[config.mk]
export PLATFORM = sky130hd
export DESIGN_NAME = neuron_mac
export DESIGN_NICKNAME = d
export VERILOG_FILES = /design/src/rtl/nn_fixed_pkg.sv /design/src/rtl/round_sat.sv /design/src/rtl/neuron_mac.sv
export SDC_FILE = /design/constraint.sdc
export NUM_CORES = 1
export LEC_CHECK = 0
export CAP_MARGIN = 10
export CORE_ASPECT_RATIO = 1.75
export CORE_UTILIZATION = 60
export CTS_BUF_LIST = sky130_fd_sc_hd__clkbuf_2
export CTS_CLUSTER_DIAMETER = 100
export DETAILED_ROUTE_END_ITERATION = 16
export GPL_TIMING_DRIVEN = 0
export HOLD_SLACK_MARGIN = 0.06
export PLACE_DENSITY = 0.77
export SLEW_MARGIN = 10
export SYNTH_ARGS = -nofsm -noshare
export SYNTH_HDL_FRONTEND = slang
export SYNTH_HIERARCHICAL = 1
export SYNTH_SLANG_ARGS = --single-unit
[constraint.sdc]
create_clock -name clock -period 7.8 [get_ports clock]
set_input_delay 1.56 -clock clock [delete_from_list [all_inputs] [get_ports clock]]
set_output_delay 1.56 -clock clock [all_outputs]
set_load 0.05 [all_outputs]
[src/rtl/nn_fixed_pkg.sv]
// Shared fixed-point formats, saturation limits and FSM encoding for the neuron datapath.
// The round_sat_f function mirrors the round_sat module at the default formats.
package nn_fixed_pkg;

    localparam int unsigned X_F   = 5;
    localparam int unsigned W_F   = 6;
    localparam int unsigned W_OUT = 8;
    localparam int unsigned OUT_I = 3;
    localparam int unsigned OUT_F = W_OUT - OUT_I;
    localparam int unsigned SHIFT = X_F + W_F - OUT_F;
    localparam int unsigned ACC_W = 24;

    localparam logic signed [W_OUT-1:0] OUT_MAX = 8'sd127;
    localparam logic signed [W_OUT-1:0] OUT_MIN = -8'sd127;

    typedef enum logic [1:0] {
        ST_ACCUM  = 2'd0,
        ST_FLUSH  = 2'd1,
        ST_ROUND  = 2'd2,
        ST_RESULT = 2'd3
    } state_e;

    typedef struct packed {
        logic             sat;
        logic [W_OUT-1:0] data;
    } rs_t;

    // Round-half-up then clip symmetrically so the negating consumer never sees -2^(W_OUT-1).
    function automatic rs_t round_sat_f(input logic signed [ACC_W-1:0] acc);
        logic signed [ACC_W:0] sum;
        logic signed [ACC_W:0] shr;
        rs_t res;
        sum = {acc[ACC_W-1], acc} + (ACC_W+1)'(1 << (SHIFT - 1));
        shr = sum >>> SHIFT;
        res.sat  = 1'b0;
        res.data = shr[W_OUT-1:0];
        if (shr > (ACC_W+1)'(OUT_MAX)) begin
            res.sat  = 1'b1;
            res.data = OUT_MAX;
        end else if (shr < (ACC_W+1)'(OUT_MIN)) begin
            res.sat  = 1'b1;
            res.data = OUT_MIN;
        end
        return res;
    endfunction

endpackage

[src/rtl/round_sat.sv]
// Combinational round-half-up and symmetric saturation of an accumulator into W_OUT bits.
module round_sat #(
    parameter int unsigned ACC_W = 24,
    parameter int unsigned W_OUT = 8,
    parameter int unsigned SHIFT = 6
) (
    input  logic signed [ACC_W-1:0] i_acc,
    output logic        [W_OUT-1:0] o_data,
    output logic                    o_sat
);

    localparam logic signed [ACC_W:0] ONE   = {{ACC_W{1'b0}}, 1'b1};
    localparam logic signed [ACC_W:0] HALF  = ONE << (SHIFT - 1);
    localparam logic signed [ACC_W:0] LIM_P = (ONE << (W_OUT - 1)) - ONE;
    localparam logic signed [ACC_W:0] LIM_N = -LIM_P;

    // One guard bit so adding the half-LSB cannot wrap at the top of the range.
    logic signed [ACC_W:0] w_sum;
    logic signed [ACC_W:0] w_shr;

    assign w_sum = {i_acc[ACC_W-1], i_acc} + HALF;
    assign w_shr = w_sum >>> SHIFT;

    always_comb begin
        o_sat  = 1'b0;
        o_data = w_shr[W_OUT-1:0];
        if (w_shr > LIM_P) begin
            o_sat  = 1'b1;
            o_data = LIM_P[W_OUT-1:0];
        end else if (w_shr < LIM_N) begin
            o_sat  = 1'b1;
            o_data = LIM_N[W_OUT-1:0];
        end
    end

endmodule

[src/rtl/neuron_mac.sv]
// Streaming MAC neuron: product stage, bias-seeded accumulator, then round/saturate into
// the activation stage's fixed-point input, presented on a valid/ready output.
module neuron_mac #(
    parameter int unsigned W_X     = 8,
    parameter int unsigned X_F     = 5,
    parameter int unsigned W_W     = 8,
    parameter int unsigned W_F     = 6,
    parameter int unsigned W_OUT   = 8,
    parameter int unsigned OUT_I   = 3,
    parameter int unsigned MAX_LEN = 32,
    parameter int unsigned ACC_W   = 24
) (
    input  logic                    clock,
    input  logic                    reset,
    input  logic                    in_valid,
    output logic                    in_ready,
    input  logic signed [W_X-1:0]   in_x,
    input  logic signed [W_W-1:0]   in_w,
    input  logic                    in_last,
    input  logic signed [W_OUT-1:0] in_bias,
    output logic                    out_valid,
    input  logic                    out_ready,
    output logic        [W_OUT-1:0] out_data,
    output logic                    out_sat,
    output logic                    out_len_err
);

    import nn_fixed_pkg::*;

    localparam int unsigned OUT_F = W_OUT - OUT_I;
    localparam int unsigned SHIFT = X_F + W_F - OUT_F;
    localparam int unsigned P_W   = W_X + W_W;
    localparam int unsigned CNT_W = $clog2(MAX_LEN + 1);

    state_e                   r_state;
    logic [CNT_W-1:0]         r_cnt;
    logic                     r_len_err;
    logic signed [P_W-1:0]    r_p;
    logic                     r_p_valid;
    logic                     r_p_first;
    logic signed [W_OUT-1:0]  r_p_bias;
    logic signed [ACC_W-1:0]  r_acc;

    logic                     w_accept;
    logic                     w_full;
    logic signed [ACC_W-1:0]  w_p_ext;
    logic signed [ACC_W-1:0]  w_bias_ext;
    logic signed [ACC_W-1:0]  w_acc_base;
    logic [W_OUT-1:0]         w_rs_data;
    logic                     w_rs_sat;

    assign in_ready   = (r_state == ST_ACCUM);
    assign w_accept   = in_valid & in_ready;
    assign w_full     = (r_cnt == CNT_W'(MAX_LEN - 1));
    assign w_p_ext    = {{(ACC_W-P_W){r_p[P_W-1]}}, r_p};
    assign w_bias_ext = {{(ACC_W-W_OUT){r_p_bias[W_OUT-1]}}, r_p_bias} <<< SHIFT;
    // The first product of a packet replaces the old sum with the aligned bias.
    assign w_acc_base = r_p_first ? w_bias_ext : r_acc;

    round_sat #(
        .ACC_W (ACC_W),
        .W_OUT (W_OUT),
        .SHIFT (SHIFT)
    ) u_round_sat (
        .i_acc  (r_acc),
        .o_data (w_rs_data),
        .o_sat  (w_rs_sat)
    );

    always_ff @(posedge clock or posedge reset) begin
        if (reset) begin
            r_p       <= '0;
            r_p_valid <= 1'b0;
            r_p_first <= 1'b0;
            r_p_bias  <= '0;
            r_acc     <= '0;
        end else begin
            r_p_valid <= w_accept;
            if (w_accept) begin
                r_p       <= in_x * in_w;
                r_p_first <= (r_cnt == '0);
                r_p_bias  <= in_bias;
            end
            if (r_p_valid) begin
                r_acc <= w_acc_base + w_p_ext;
            end
        end
    end

    always_ff @(posedge clock or posedge reset) begin
        if (reset) begin
            r_state     <= ST_ACCUM;
            r_cnt       <= '0;
            r_len_err   <= 1'b0;
            out_valid   <= 1'b0;
            out_data    <= '0;
            out_sat     <= 1'b0;
            out_len_err <= 1'b0;
        end else begin
            unique case (r_state)
                ST_ACCUM: begin
                    if (w_accept) begin
                        if (in_last || w_full) begin
                            r_cnt     <= '0;
                            r_len_err <= ~in_last;
                            r_state   <= ST_FLUSH;
                        end else begin
                            r_cnt <= r_cnt + 1'b1;
                        end
                    end
                end
                ST_FLUSH: begin
                    r_state <= ST_ROUND;
                end
                ST_ROUND: begin
                    out_data    <= w_rs_data;
                    out_sat     <= w_rs_sat;
                    out_len_err <= r_len_err;
                    out_valid   <= 1'b1;
                    r_state     <= ST_RESULT;
                end
                ST_RESULT: begin
                    if (out_ready) begin
                        out_valid <= 1'b0;
                        r_state   <= ST_ACCUM;
                    end
                end
                default: r_state <= ST_ACCUM;
            endcase
        end
    end

endmodule

======== Word level (Yosys, flattened, before mapping) ========
Index checks and enable logic that the tools add are counted.
operators by class
  bitwise operators ....................... 2
  muxes and demuxes ....................... 12
  $add $sub $neg .......................... 3
  reduce and logical (&&, ||, !) cells .... 8
  $mul .................................... 1
  equality and inequality tests ........... 7
  magnitude comparators ................... 2
operators by type and width
  cell                                                                     number
  24-bit by 7-bit adder with 25-bit output, second input constant          1
  24-bit by 16-bit adder with 24-bit output                                1
  24-bit two-way mux                                                       1
  19-bit by 8-bit > comparator with 1-bit output, second input constant    1
  19-bit by 8-bit < comparator with 1-bit output, second input constant    1
  8-bit by 8-bit multiplier with 16-bit output                             1
  8-bit two-way mux                                                        2
  2-bit case mux with 4 select lines                                       1
  6-bit by 1-bit adder with 6-bit output, second input constant            1
  6-bit by 5-bit equality test with 1-bit output, second input constant    1
  6-bit zero test                                                          1
  2-bit two-way mux                                                        3
  6-bit two-way mux                                                        1
  3-bit AND reduction                                                      2
  2-bit equality test, second input constant                               2
  2-bit by 1-bit inequality test with 1-bit output, second input constant  2
  2-bit AND reduction                                                      2
  1-bit two-way mux                                                        3
  2-bit by 1-bit equality test with 1-bit output, second input constant    1
  2-bit zero test                                                          1
  2-bit inequality test, second input constant                             1
  1-bit case mux with 2 select lines                                       1
  2-bit nonzero test                                                       1
  1-bit AND                                                                1
  other kinds (2)                                                          2
storage, ports and cells
  word-level logic and storage cells ...... 47
  flip-flop bits (word level) ............. 70
  output and inout port bits .............. 12
  input bits .............................. 29

======== Logic depth before layout (Yosys ltp) ========
Gate-level depths: netlist of run 1.
  word-level depth ........................ 5
  gate-level depth with buffers ........... 18
  gate-level depth less buffers ........... 18

======== Hierarchy ========
The synthesis of run 1 kept the hierarchy.
by module, submodules not included
  module      seq. area each (um^2)  cells an instance  instances  area an instance (um^2)
  neuron_mac  1751.7                 735                1          6725.2
  round_sat   0.0                    95                 1          671.9

======== Least setup slack after synthesis of run 1 ========
Ideal clock, no wire load.
  path type ............................... input -> register
  start ................................... input in_x[3]
  end ..................................... register r_p[15]
  required time ........................... 7.718 ns
  path slack .............................. 2.397 ns
  library setup time ...................... 0.082 ns
  data arrival time ....................... 5.321 ns
  stages .................................. 17
  cells stage by stage .................... and2_1 -> fa_1 -> inv_1 -> fa_1 -> inv_1 -> fa_1 -> inv_1 -> fa_1 -> inv_1 -> ha_1 -> inv_1 -> o21bai_1 -> a211oi_1 -> nor3_1 -> nor4_1 -> o21ai_0 -> a31oi_1
between the ends
  word-level cells in the longest chain between the ends .. 1
RTL lines
  element                                       RTL line          text
  from (decl)                                   neuron_mac.sv:17  input logic signed [W_X-1:0] in_x,
  8-bit by 8-bit multiplier with 16-bit output  neuron_mac.sv:80  r_p <= in_x * in_w;
  to (signal assigned)                          neuron_mac.sv:80
  to (decl)                                     neuron_mac.sv:38  logic signed [P_W-1:0] r_p;
No other way between the ends.
A chain may end at the register's enable or synchronous reset.

======== Worst setup path after layout of run 1 ========
Ends and elaborated chain as after synthesis.

==> out/results.ini, run 1 <==
[sta]
finalCritPeriodShare_pct=75.2
hold_ws_ns=0.496
fin_crit_ns=5.87
fmax_mhz=170
slew_violations=0
worst_pin_slew_ns=0.708
rsz0062_at_grt=false
setup_viol=0
clock_skew_ns=0.0439
hold_violations=0
max_slew_margin_pct=52.8
tns_ns=0

[run]
maxCapViolCount=0

[clock_tree]
h-tree-depth=3
hold_buffers=0
numCtsBuffers=9
tritoncts=built
clkTransAtPathRegs_ns=0.16
clock_path_buffers=2
cts.sinks=70
clk_latency_ns=0.54
post_cts_resize_count=0
postCtsSetupBuffers=0
cts_root_buf=clkbuf_2

[floorplanning]
row_count=53
fp.coreArea_mm2=0.0120
initial_core_util_pct=61.6
floorplan.die.height_um=149
die_x_um=85.9
dieArea_mm2=0.0128
io_pins=41

[setup_path]
timing.rr.start=r_p_first
crit_type=in -> reg
cp-end-kind=flop
critPathSlowestCell=clkdlybuf4s50_1
cp.arrival_ns=6.31
r2r_cells=11
critPathMaxFanout=8
crit_required_ns=8.25
critPathLaunch=in_x[3]
cpLargestDelayFamily=adder cells
cpPeakStageDelay_ns=0.59
rrSetupSlack_ns=4.18
path_buf_inv=6
cp_common_cell=inv_1
startpoint_type=input pin
path_cells=clkdlybuf4s50_1 > and2_1 > fa_1 > inv_1 > fa_1 > inv_1 > fa_1 > inv_1 > fa_1 > inv_1 > ha_1 > inv_1 > o21bai_1 > a211oi_1 > nor3_1 > nor4_1 > o21ai_0 > a31oi_1
r2r-end=r_acc[23]

[grt]
grt-ovfl-total=0
antenna_found_initial=1
grt_pass1_vias=6520
grt_pass1_wl_um=29100
grt_usage_pct=28.9
grt_max_degree=66

[route]
routed_via_density=5.86
drc_errors=0
wl_per_cell_um=16.3
wirelength_um=17100
num_vias=6155
ant_nets=0
drt_iter0_drc=220
dr.pass1.iters=7

[power]
p_int_w=0.00164
switching_share_pct=51.6
power.leakage_nw=3.67
p_seq_share_pct=21.4
power_density_mw_per_mm2=417
pwr-share-clk_pct=5.7
vdd_ir_drop_max_mv=0.144
p_switching_w=0.00175
comb_power_share_pct=72.9

[cells_and_area]
area_delta_synth_final_pct=9.84
finalNetCount=1025
drive_above_1_share_pct=8.03

[logic_synthesis]
ys.flop_type=dfrtp_1
syn_nets=973
synth_edf_count=0
async_flop_share_pct=100
netlist_instances=830
netlist_area_mm2=0.00740
syn_avg_cell_area_um2=8.91
synth.ff_latch_count=70
yosysUniqueCellTypes=78
seq_area_frac_synth_pct=23.7
synth_warnings=6

[placed_design]
io_buffers=40
place_hpwl_um=14000
gp_congestion=0.927

[worst_hold_path]
holdPathEnd=r_p_bias[0]
hold_path_depth=2
hold_class=reg -> reg
min_from=r_p_bias[0]

[status]
status=finished clean

==> cell usage after synthesis, types with 3 or more instances <==
cell type  count  area share [%]
o31a_1         3            0.36
o21ai_0       45             3.0
nand4_1       10            0.85
nor2_1        34             1.7
xor2_1        11             1.3
o21bai_1       3            0.30
mux2_2        27             4.1
nand2_1      109             5.5
or3_1          8            0.68
buf_1          3            0.15
o211ai_1       6            0.61
a211oi_1       4            0.41
inv_1        115             5.8
a21o_1         9            0.91
or4_1          3            0.30
nand3_1       17             1.2
nand2b_1       4            0.34
nor3b_1        3            0.30
and3_1         6            0.51
o21a_1         7            0.71
ha_1          58             9.8
o21ai_1        8            0.54
o22ai_1        4            0.34
nor4_1        10            0.85
o31ai_1        3            0.30
mux2i_1        3            0.41
nor2b_1       10            0.85
and2_1        37             3.1
xnor2_1       27             3.2
fa_1          56              15
nor3_1        16             1.1
clkbuf_1      13            0.66
a21oi_1       26             1.8
dfrtp_1       70              24
a31oi_1        5            0.42
==> final cells by class <==
class	count	area [µm²]
Inverter	117	442
Antenna cell	1	2.50
Clock inverter	3	38.8
Sequential cell	70	1750
Clock buffer	10	50.0
Fill cell	971	3880
Timing Repair Buffer	41	428
Buffer	19	81.3
Multi-Input combinational cell	624	5120
Tap cell	165	206
==> kinds of logic (layout without fill, tap and decap cells) <==
family / count (synthesis) / in the layout / synth area share [%]
simple gates: 285 / 285 / 19.7
other cells: 0 / 1 / 0
fa+ha+maj: 114 / 114 / 25.0
compound gates: 157 / 157 / 15.6
buf+inv: 136 / 190 / 7.04
mux: 30 / 30 / 4.52
flops: 70 / 70 / 23.7
xor+xnor: 38 / 38 / 4.50
==> power by group through the flow <==
stage	sequential, W	clock [W]	combinational (W)
4_1_cts	0.000723	0.000196	0.00247
3_3_place_gp	0.000723	0	0.00236
6_report	0.000726	0.000192	0.00247
2_1_floorplan	0.000736	0	0.00190
3_5_place_dp	0.000732	0	0.00246
5_1_grt	0.000750	0.000212	0.00277
==> worst register-to-register path, delay by kind of cell, from the launching register on <==
kind | cells | cell delay, ns
buffers and inverters | 1 | 0.52
AOI/OAI and AO/OA | 6 | 1.34
and+or+nand+nor | 3 | 0.85
adders and majority gates | 1 | 0.33
DFF | 1 | 0.48
==> registers in the layout, summed over array words and instances (netlist names) <==
name / cells
out_data: 8
r_p_valid: 1
r_acc: 24
r_p_first: 1
out_sat: 1
out_valid: 1
out_len_err: 1
r_cnt: 6
r_p_bias: 8
r_p: 16
r_len_err: 1
r_state: 2
==> placed cells by master, fill, tap and decap left out, types with 11 or more instances in the layout <==
| cell type | n |
|---|---|
| xnor2_1 | 27 |
| mux2_2 | 27 |
| ha_1 | 58 |
| clkdlybuf4s50_1 | 40 |
| clkbuf_1 | 13 |
| a21oi_1 | 26 |
| o21ai_0 | 45 |
| and2_1 | 37 |
| xor2_1 | 11 |
| nand2_1 | 109 |
| nor2_1 | 34 |
| dfrtp_1 | 70 |
| fa_1 | 56 |
| nand3_1 | 17 |
| nor3_1 | 16 |
| inv_1 | 114 |
==> metrics by stage <==
stage	std cells	util (%)	power, W	setup slack (ns)	cell area [µm²]
after floorplan	830	-	0.00264	2.40	7400
after detailed placement	1036	66.9	0.00319	1.38	8030
after CTS	1049	67.7	0.00339	1.95	8120
after global routing	1050	67.7	0.00373	1.63	8130
final	1050	67.7	0.00339	1.93	8130
after global placement	1035	66.7	0.00308	1.44	8000
==> metal layers <==
layer,global-route usage [%],routed length (µm),part of all wire [%]
met3,3.27,460,2.7
met2,57.1,9800,57
met1,28.4,6040,35
met4,15.4,797,4.7
met5,0,0,0
==> worst max path at each step <==
| stage | end | cells after the start |
|---|---|---|
| 2_1_floorplan | r_p[15] | 17 |
| 3_3_place_gp | r_p[15] | 18 |
| 3_5_place_dp | r_p[15] | 17 |
| 4_1_cts | r_p[15] | 18 |
| 5_1_grt | r_p[12] | 18 |
| 6_report | r_p[15] | 18 |
(Power assumes the default switching activity.)
==> inputs of run 2 (changes only) <==
clock period = 6 ns   (was 7.8 ns; I/O delays follow)
==> results of run 2 <==
The final DEF is identical to that of run 1. Status: finished clean.
Main changes from that run: setup slack after placement 1.38 ns -> -0.0641 ns; setup slack after layout 1.93 ns -> 0.495 ns; register-to-register setup slack 4.18 ns -> 2.38 ns; total power 0.00339 W -> 0.00441 W; worst IR drop on VDD 0.144 mV -> 0.188 mV
==> inputs of run 3 (changes only) <==
clock period = 6.1 ns   (was 6 ns; I/O delays follow)
==> results of run 3 <==
The final DEF is identical to that of run 1. Status: finished clean.
Main changes from that run: setup slack after placement 1.38 ns -> 0.0159 ns; setup slack after layout 1.93 ns -> 0.575 ns; register-to-register setup slack 4.18 ns -> 2.48 ns; total power 0.00339 W -> 0.00434 W; worst IR drop on VDD 0.144 mV -> 0.185 mV
